[config.mk]
export PLATFORM = sky130hd
export DESIGN_NAME = mac_error_monitor
export DESIGN_NICKNAME = d
export VERILOG_FILES = /design/src/rtl/mac_test_pkg.sv /design/src/rtl/mac_operand_lfsr.sv /design/src/rtl/mac_error_monitor.sv
export SDC_FILE = /design/constraint.sdc
export NUM_CORES = 1
export LEC_CHECK = 0
export CAP_MARGIN = 20
export CORE_MARGIN = 2
export CORE_UTILIZATION = 59
export CTS_CLUSTER_SIZE = 40
export DETAILED_ROUTE_END_ITERATION = 8
export HOLD_SLACK_MARGIN = 0.05
export PLACE_DENSITY = 0.87
export REMOVE_ABC_BUFFERS = 1
export SYNTH_ARGS = -nofsm -noshare
export SYNTH_HDL_FRONTEND = slang
export SYNTH_SLANG_ARGS = --single-unit
export TNS_END_PERCENT = 100
[constraint.sdc]
create_clock -name clk -period 4.7 [get_ports clk]
set_clock_uncertainty 0.1 [all_clocks]
set_input_delay 0.94 -clock clk [delete_from_list [all_inputs] [get_ports clk]]
set_output_delay 0.94 -clock clk [all_outputs]
set_load 0.05 [all_outputs]
[src/rtl/mac_test_pkg.sv]
// Shared constants, FSM state type and LFSR helpers for the MAC self-test monitor.
package mac_test_pkg;

   localparam logic [15:0] LFSR_TAPS = 16'hB400;
   localparam logic [15:0] C_MASK    = 16'h5A5A;
   localparam int unsigned SUM_EXT   = 16;

   typedef enum logic [1:0] {
      StIdle,
      StRun,
      StDrain,
      StDone
   } state_t;

   // Galois right-shift step, x^16+x^14+x^13+x^11+1
   function automatic logic [15:0] lfsr_step(input logic [15:0] s);
      return s[0] ? ((s >> 1) ^ LFSR_TAPS) : (s >> 1);
   endfunction

   function automatic logic [15:0] bit_rev(input logic [15:0] s);
      logic [15:0] r;
      for (int i = 0; i < 16; i++) begin
         r[i] = s[15-i];
      end
      return r;
   endfunction

endpackage

[src/rtl/mac_operand_lfsr.sv]
// Pseudo-random operand source: LFSR plus registered a/b/c derivation for both MACs.
module mac_operand_lfsr
   import mac_test_pkg::*;
#(
   parameter int unsigned W    = 16,
   parameter logic [15:0] SEED = 16'hACE1
) (
   input  logic         clk,
   input  logic         rst_n,
   input  logic         i_load,
   input  logic         i_step,
   output logic [W-1:0] o_a,
   output logic [W-1:0] o_b,
   output logic [W-1:0] o_c
);

   // r_lfsr always holds the state of the next vector to issue
   logic [15:0]  r_lfsr;
   logic [15:0]  w_src;
   logic [W-1:0] r_a;
   logic [W-1:0] r_b;
   logic [W-1:0] r_c;

   assign w_src = i_load ? SEED : r_lfsr;

   always_ff @(posedge clk or negedge rst_n) begin
      if (!rst_n) begin
         r_lfsr <= SEED;
         r_a    <= '0;
         r_b    <= '0;
         r_c    <= '0;
      end else if (i_load || i_step) begin
         r_lfsr <= lfsr_step(w_src);
         r_a    <= w_src;
         r_b    <= bit_rev(w_src);
         r_c    <= w_src ^ C_MASK;
      end
   end

   assign o_a = r_a;
   assign o_b = r_b;
   assign o_c = r_c;

endmodule

[src/rtl/mac_error_monitor.sv]
// On-chip stimulus generator and error-statistics checker for an exact vs approximate MAC pair.
module mac_error_monitor
   import mac_test_pkg::*;
#(
   parameter int unsigned INPUT_SIZE = 16,
   parameter int unsigned N_VECTORS  = 1024,
   parameter int unsigned LAT        = 0,
   parameter logic [15:0] SEED       = 16'hACE1
) (
   input  logic                               clk,
   input  logic                               rst_n,
   input  logic                               start,
   output logic [INPUT_SIZE-1:0]              a_out,
   output logic [INPUT_SIZE-1:0]              b_out,
   output logic [INPUT_SIZE-1:0]              c_out,
   input  logic [2*INPUT_SIZE-1:0]            r_exact,
   input  logic [2*INPUT_SIZE-1:0]            r_approx,
   output logic                               busy,
   output logic                               done,
   output logic [16:0]                        mismatch_cnt,
   output logic [2*INPUT_SIZE-1:0]            max_err,
   output logic [2*INPUT_SIZE+SUM_EXT-1:0]    sum_err
);

   localparam int unsigned ResW      = 2 * INPUT_SIZE;
   localparam int unsigned SumW      = ResW + SUM_EXT;
   localparam logic [16:0] LastIssue = 17'(N_VECTORS);
   localparam logic [2:0]  LastDrain = 3'(LAT - 1);

   state_t            r_state;
   state_t            w_state_nxt;
   logic [16:0]       r_issue_cnt;
   logic [2:0]        r_drain_cnt;
   logic              r_done;
   logic              w_start_acc;
   logic              w_last_issue;
   logic              w_step;
   logic              w_issue_vld;
   logic              w_sample_vld;
   logic [ResW-1:0]   w_err;
   logic [16:0]       r_mm;
   logic [ResW-1:0]   r_max;
   logic [SumW-1:0]   r_sum;

   // In DONE, start only counts once done is visible, so a pulse on the done edge is dropped
   assign w_start_acc  = start && ((r_state == StIdle) || ((r_state == StDone) && r_done));
   assign w_last_issue = (r_issue_cnt == LastIssue);
   assign w_issue_vld  = (r_state == StRun);
   assign w_step       = w_issue_vld && !w_last_issue;

   mac_operand_lfsr #(
      .W    (INPUT_SIZE),
      .SEED (SEED)
   ) u_operands (
      .clk    (clk),
      .rst_n  (rst_n),
      .i_load (w_start_acc),
      .i_step (w_step),
      .o_a    (a_out),
      .o_b    (b_out),
      .o_c    (c_out)
   );

   always_ff @(posedge clk or negedge rst_n) begin
      if (!rst_n) begin
         r_state <= StIdle;
      end else begin
         r_state <= w_state_nxt;
      end
   end

   always_comb begin
      w_state_nxt = r_state;
      case (r_state)
         StIdle:  if (w_start_acc) w_state_nxt = StRun;
         StRun:   if (w_last_issue) w_state_nxt = (LAT == 0) ? StDone : StDrain;
         StDrain: if (r_drain_cnt == LastDrain) w_state_nxt = StDone;
         StDone:  if (w_start_acc) w_state_nxt = StRun;
         default: w_state_nxt = StIdle;
      endcase
   end

   always_comb begin
      busy = (r_state == StRun) || (r_state == StDrain);
      done = r_done;
   end

   // Issue count includes the vector currently on the operand outputs
   always_ff @(posedge clk or negedge rst_n) begin
      if (!rst_n) begin
         r_issue_cnt <= '0;
         r_drain_cnt <= '0;
         r_done      <= 1'b0;
      end else begin
         if (w_start_acc) begin
            r_issue_cnt <= 17'd1;
         end else if (w_step) begin
            r_issue_cnt <= r_issue_cnt + 17'd1;
         end
         r_drain_cnt <= (r_state == StDrain) ? r_drain_cnt + 3'd1 : 3'd0;
         if (w_start_acc) begin
            r_done <= 1'b0;
         end else if (r_state == StDone) begin
            r_done <= 1'b1;
         end
      end
   end

   generate
      if (LAT == 0) begin : g_no_lat
         assign w_sample_vld = w_issue_vld;
      end else begin : g_lat
         logic [LAT-1:0] r_vld;
         always_ff @(posedge clk or negedge rst_n) begin
            if (!rst_n) begin
               r_vld <= '0;
            end else begin
               r_vld[0] <= w_issue_vld;
               for (int i = 1; i < LAT; i++) begin
                  r_vld[i] <= r_vld[i-1];
               end
            end
         end
         assign w_sample_vld = r_vld[LAT-1];
      end
   endgenerate

   assign w_err = (r_exact >= r_approx) ? (r_exact - r_approx) : (r_approx - r_exact);

   always_ff @(posedge clk or negedge rst_n) begin
      if (!rst_n) begin
         r_mm  <= '0;
         r_max <= '0;
         r_sum <= '0;
      end else if (w_start_acc) begin
         r_mm  <= '0;
         r_max <= '0;
         r_sum <= '0;
      end else if (w_sample_vld) begin
         r_mm  <= r_mm + 17'(w_err != '0);
         if (w_err > r_max) begin
            r_max <= w_err;
         end
         r_sum <= r_sum + SumW'(w_err);
      end
   end

   assign mismatch_cnt = r_mm;
   assign max_err      = r_max;
   assign sum_err      = r_sum;

endmodule

==> summary.md, run 1 <==
• worst endpoint left by the global-route repair_timing run: sum_err[31]$_DFFE_PN0P_/D
• Clock Tree Buf Depth: 2
• All-Layer GR Usage: 0.712
• total half-perimeter wirelength after legalization and detailed placement: 32.1 mm
• fraction of registers with async set or reset after synthesis: 1.00
• overall overflow remaining after global route: 26
• synthesized netlist cell count: 1560
• placed inst area: 17600 um^2
• result of the run: aborted with a tool error
• worst-path endpoint category: sequential cell input
• number of synthesized flops with an enable pin: 0
• largest net degree at the start of global routing: 94
• CTS root buf: sky130_fd_sc_hd__clkbuf_16
• stopping stage: global routing
• most common flop cell mapped by yosys: sky130_fd_sc_hd__dfrtp_1
• die width: 152 um
• syn_area_per_cell: 8.29 um^2
• number of distinct library cells after synthesis: 73
• error message: [ERROR GRT-0232] Routing congestion too high. Check the congestion heatmap in the GUI.
• count of state elements after synthesis: 153
• Die Y-Extent: 152 um
• Ys Warns: 0
• sequential area share after synthesis: 0.297
• count of buffers from port buffering: 213
• Row Count: 54
• I/O pin cnt: 214
• synthesized area: 12900 um^2
• Initial Util: 0.596
• cts bufs inserted: 17
• Final GP Congestion: 0.960
• CTS H-tree lvls: 4
• Sink Count: 153
==> kinds of logic after synthesis <==
| logic type | count (synthesis) | synth area share |
|---|---|---|
| fa+ha+maj | 146 | 0.143 |
| flops | 153 | 0.297 |
| buf+inv | 223 | 0.0781 |
| mux | 68 | 0.0527 |
| xor+xnor | 100 | 0.0683 |
| simple gates | 493 | 0.179 |
| compound gates | 377 | 0.182 |
==> synth_stat cells (16+ instances only) <==
cell	count	share of area
sky130_fd_sc_hd__nor2_1	167	0.048
sky130_fd_sc_hd__dfrtp_1	145	0.28
sky130_fd_sc_hd__ha_1	143	0.14
sky130_fd_sc_hd__a21oi_1	135	0.052
sky130_fd_sc_hd__nand2_1	132	0.038
sky130_fd_sc_hd__inv_1	126	0.037
sky130_fd_sc_hd__o21ai_0	82	0.032
sky130_fd_sc_hd__mux2i_1	67	0.052
sky130_fd_sc_hd__xor2_1	51	0.035
sky130_fd_sc_hd__a21o_1	48	0.028
sky130_fd_sc_hd__xnor2_1	48	0.032
sky130_fd_sc_hd__nand3_1	38	0.015
sky130_fd_sc_hd__clkbuf_1	36	0.010
sky130_fd_sc_hd__nand4_1	35	0.017
sky130_fd_sc_hd__buf_4	32	0.019
sky130_fd_sc_hd__nor3_1	23	0.0089
sky130_fd_sc_hd__a211oi_1	20	0.012
sky130_fd_sc_hd__nor2b_1	19	0.0092
sky130_fd_sc_hd__and3_1	18	0.0087
sky130_fd_sc_hd__buf_2	18	0.0070
sky130_fd_sc_hd__a31oi_1	16	0.0077
==> layer usage <==
layer  overflow  GRT usage
met1          0      0.704
met2         13      0.905
met3          1      0.519
met4         12      0.749
met5          0      0.157
==> timing repair <==
action | CTS
buffers inserted | 59
gates resized for setup | 247
cloned | 4
pin swaps | 109
hold buffers | 0
endpoints found under the setup margin | 93
==> per-stage QoR <==
step | hold WS [ns] | setup slack (ns) | instances
after floorplan | 0.309 | -3.00 | 1463
after global placement | 0.321 | -1.69 | 2313
after detailed placement | 0.329 | -2.10 | 2313
after CTS | 0.347 | -1.05 | 2406
==> run 2, diff against run 1 <==
Settings changed: CORE_UTILIZATION 59 to 40, CTS_CLUSTER_SIZE 40 to not set, HOLD_SLACK_MARGIN 0.05 to not set, PLACE_DENSITY 0.87 to not set, PLACE_DENSITY_LB_ADDON set to 0.15.
==> run 2 against run 1 <==
Compared with the run above: the flow now finishes, with violations (setup timing); synthesized cell count did not move; area after synthesis did not move.
==> summary.md, run 2 <==
• Worst Path Class, Setup: in -> reg
• total half-perimeter wirelength after legalization and detailed placement: 31.1 mm, was 32.1 mm
• number of synthesized flops with an enable pin: 0, unchanged
• total power divided by cell area: 588 nW/um^2
• max_cap viols: 0
• number of distinct library cells after synthesis: 73, unchanged
• count of nets left with antenna violations after detail routing: 0
• clock input transition at the sequential cells of the worst setup and hold paths: 0.07 ns
• hold slack final: 0.338 ns
• PnR Total Power: 12.4 mW
• Row Count: 65, was 54
• die width: 184 um, was 152 um
• syn_area_per_cell: 8.29 um^2, unchanged
• CTS H-tree lvls: 4, unchanged
• area share of the largest cell type after synthesis: 0.280, unchanged
• residual DRC count: 0
• most frequent standard cell in the layout excluding fill and tap cells: sky130_fd_sc_hd__buf_4
• worst-skew pair later-pin latency: 0.44 ns
• Inserted Diodes: 0
• critical path startpoint category: input pin
• share of cells above drive strength 1: 0.363
• cts bufs inserted: 17, unchanged
• cell types occupying the most area after synthesis: sky130_fd_sc_hd__dfrtp_1 (28%), sky130_fd_sc_hd__ha_1 (14%), sky130_fd_sc_hd__a21oi_1 (5.2%), unchanged
• arrival time at the worst endpoint: 5.80 ns
• Int Power: 6.71 mW
• Initial Util: 0.408, was 0.596
• count of buffers from port buffering: 213, unchanged
• Finish-stage setup viols: 88
• Sink Count: 153, unchanged
• peak supply drop: 0.389 mV
• final net count: 2361
• RSZ-0062 raised after global routing: yes
• synthesized netlist cell count: 1560, unchanged
• Die Y-Extent: 184 um, was 152 um
• largest net degree at the start of global routing: 99
• All-Layer GR Usage: 0.246
• antenna violations before repair: 0
• I/O pin cnt: 214, unchanged
• utilization after layout: 0.666
• first-pass GRT wire length: 66.7 mm
• share of power burned in combinational logic: 0.718
• Worst slew margin: 0.369
• number of flip-flops under the largest register name: 48
• crit share post-route: 1.19
• pre-CTS WS: -2.00 ns, was -2.10 ns
• Core ar.: 31700 um^2
• Least-Margin Pin Slew: 0.945 ns
• CTS tree: yes
• share of power burned in registers: 0.171
• Final GP Congestion: 0.892, was 0.960
• non-filler cells in the finished layout: 2563
• result of the run: finished, violations left, was aborted with a tool error
• min cycle time layout: 5.60 ns
• most frequent cells after synthesis: sky130_fd_sc_hd__nor2_1 (167), sky130_fd_sc_hd__dfrtp_1 (145), sky130_fd_sc_hd__ha_1 (143), unchanged
• Switching Share: 0.460
• required time at the worst-slack endpoint: 4.90 ns
• P&R area growth vs syn: 63.3%
• final instance area: 21100 um^2
• Clock Tree Buf Depth: 2, unchanged
• static leakage power: 10.1 nW
• class of the tightest hold or removal check: reg -> reg
• sequential area share after synthesis: 0.297, unchanged
• DR pass1 iterations: 5
• via-per-instance ratio: 5.25
• total die area: 33800 um^2
• failing checks: setup timing
• CP max FO: 3
• via count of the first global-routing pass: 13459
• hold-fix buffer count after cts: 0, unchanged
• number of vias in the routed layout: 13454
• CTS root buf: sky130_fd_sc_hd__clkbuf_16, unchanged
• top cell type by total area after synthesis: sky130_fd_sc_hd__dfrtp_1, unchanged
• overall overflow remaining after global route: 0
• aggregate negative setup slack: -56.94 ns
• post-layout worst setup margin: -0.900 ns
• Ys Warns: 0, unchanged
• most common flop cell mapped by yosys: sky130_fd_sc_hd__dfrtp_1, unchanged
• critical path capture point type: register
• instance count after placement with tap cells included: 2449, was 2313
• clock network fraction of total power: 0.111
• fraction of registers with async set or reset after synthesis: 1.00, unchanged
• number of hold-slack violations in the final timing report: 0
• final number of max-transition violations: 0
• maximum clock rate: 179 MHz
• library cell with the highest instance count after synthesis: sky130_fd_sc_hd__nor2_1, unchanged
• Post-Route WL: 42.9 mm
• Wirelength per Cell: 16.7 um
• DRC marker count from the first detailed-route iteration: 646
• count of state elements after synthesis: 153, unchanged
• commonest non-fill, non-tap cells in the layout: sky130_fd_sc_hd__buf_4 (405), sky130_fd_sc_hd__clkdlybuf4s50_1 (170), sky130_fd_sc_hd__nor2_1 (150), sky130_fd_sc_hd__dfrtp_1 (145), sky130_fd_sc_hd__nand2_1 (117)
• switching power total: 5.71 mW
• placed inst area: 17900 um^2, was 17600 um^2
• synthesized area: 12900 um^2, unchanged
[run 2: final cells by class]
type / instances / area, um^2
Inverter: 126 / 478
Multi-Input combinational cell: 1184 / 9940
Clock inverter: 15 / 159
Tap cell: 402 / 503
Timing Repair Buffer: 666 / 5790
Sequential cell: 153 / 3840
Clock buffer: 17 / 425
Fill cell: 2528 / 10600
[run 2: path summary, 6_finish.rpt]
path	startpoint	end	slack, ns	depth (start not counted)
hold reg to reg	r_drain_cnt[0]	r_drain_cnt[0]	0.34	1
min in group asynchronous	rst_n	r_issue_cnt[10]	0.48	1
setup / recovery	r_exact[0]	sum_err[31]	-0.90	27
setup reg to reg	sum_err[0]	sum_err[31]	1.36	14
max in group asynchronous	rst_n	sum_err[16]	3.13	2
hold / removal	r_drain_cnt[0]	r_drain_cnt[0]	0.34	1
[run 2: worst max-delay path, cell delays in order]
cell and delay (ns):
sky130_fd_sc_hd__buf_8 0.10, sky130_fd_sc_hd__inv_4 0.05, sky130_fd_sc_hd__ha_4 0.13, sky130_fd_sc_hd__inv_2 0.03
sky130_fd_sc_hd__fa_2 0.36, sky130_fd_sc_hd__a211oi_4 0.25, sky130_fd_sc_hd__o21ai_2 0.12, sky130_fd_sc_hd__a221oi_4 0.28
sky130_fd_sc_hd__o211ai_2 0.17, sky130_fd_sc_hd__a21oi_4 0.19, sky130_fd_sc_hd__buf_12 0.14, sky130_fd_sc_hd__mux2i_2 0.21
sky130_fd_sc_hd__xor2_1 0.17, sky130_fd_sc_hd__buf_4 0.17, sky130_fd_sc_hd__ha_4 0.21, sky130_fd_sc_hd__and4_1 0.19
sky130_fd_sc_hd__o211ai_1 0.10, sky130_fd_sc_hd__o31ai_2 0.13, sky130_fd_sc_hd__o31a_1 0.33, sky130_fd_sc_hd__o41a_1 0.48
sky130_fd_sc_hd__a221oi_2 0.35, sky130_fd_sc_hd__buf_4 0.20, sky130_fd_sc_hd__nor2_4 0.04, sky130_fd_sc_hd__o31ai_4 0.18
sky130_fd_sc_hd__xnor2_1 0.09, sky130_fd_sc_hd__mux2i_1 0.14, sky130_fd_sc_hd__nor2_1 0.05
[run 2: kinds of logic after synthesis]
group | count (synthesis) | synth area share
and+or+nand+nor | 493 | 0.179
AOI/OAI and AO/OA | 377 | 0.182
buffers and inverters | 223 | 0.0781
DFF | 153 | 0.297
adders and majority gates | 146 | 0.143
xor gates and xnor gates | 100 | 0.0683
muxes | 68 | 0.0527
[run 2: power groups by stage]
stage	sequential [mW]	clock (mW)	combinational, mW
2_1_floorplan	3.02	0	3.22
3_3_place_gp	2.11	0	7.02
3_5_place_dp	2.10	0	7.15
4_1_cts	2.09	1.40	7.92
5_1_grt	2.15	1.46	9.58
6_report	2.12	1.38	8.92
[run 2: timing repair]
action | CTS | global route
setup buffers | 57 | 38
pin swaps | 90 | 144
cloned | 1 | 1
setup endpoints to repair | 92 | 92
resized for setup | 263 | 220
[run 2: metal layers]
metal | track usage | vias up | part of all wire
met2 | 0.432 | 358 | 0.49
met5 | 0 | - | 0
met3 | 0.0263 | 76 | 0.039
met4 | 0.0762 | 0 | 0.030
met1 | 0.317 | 6439 | 0.44
li1 | - | 6581 | -
No activity file was read; power rests on OpenSTA's default activity.
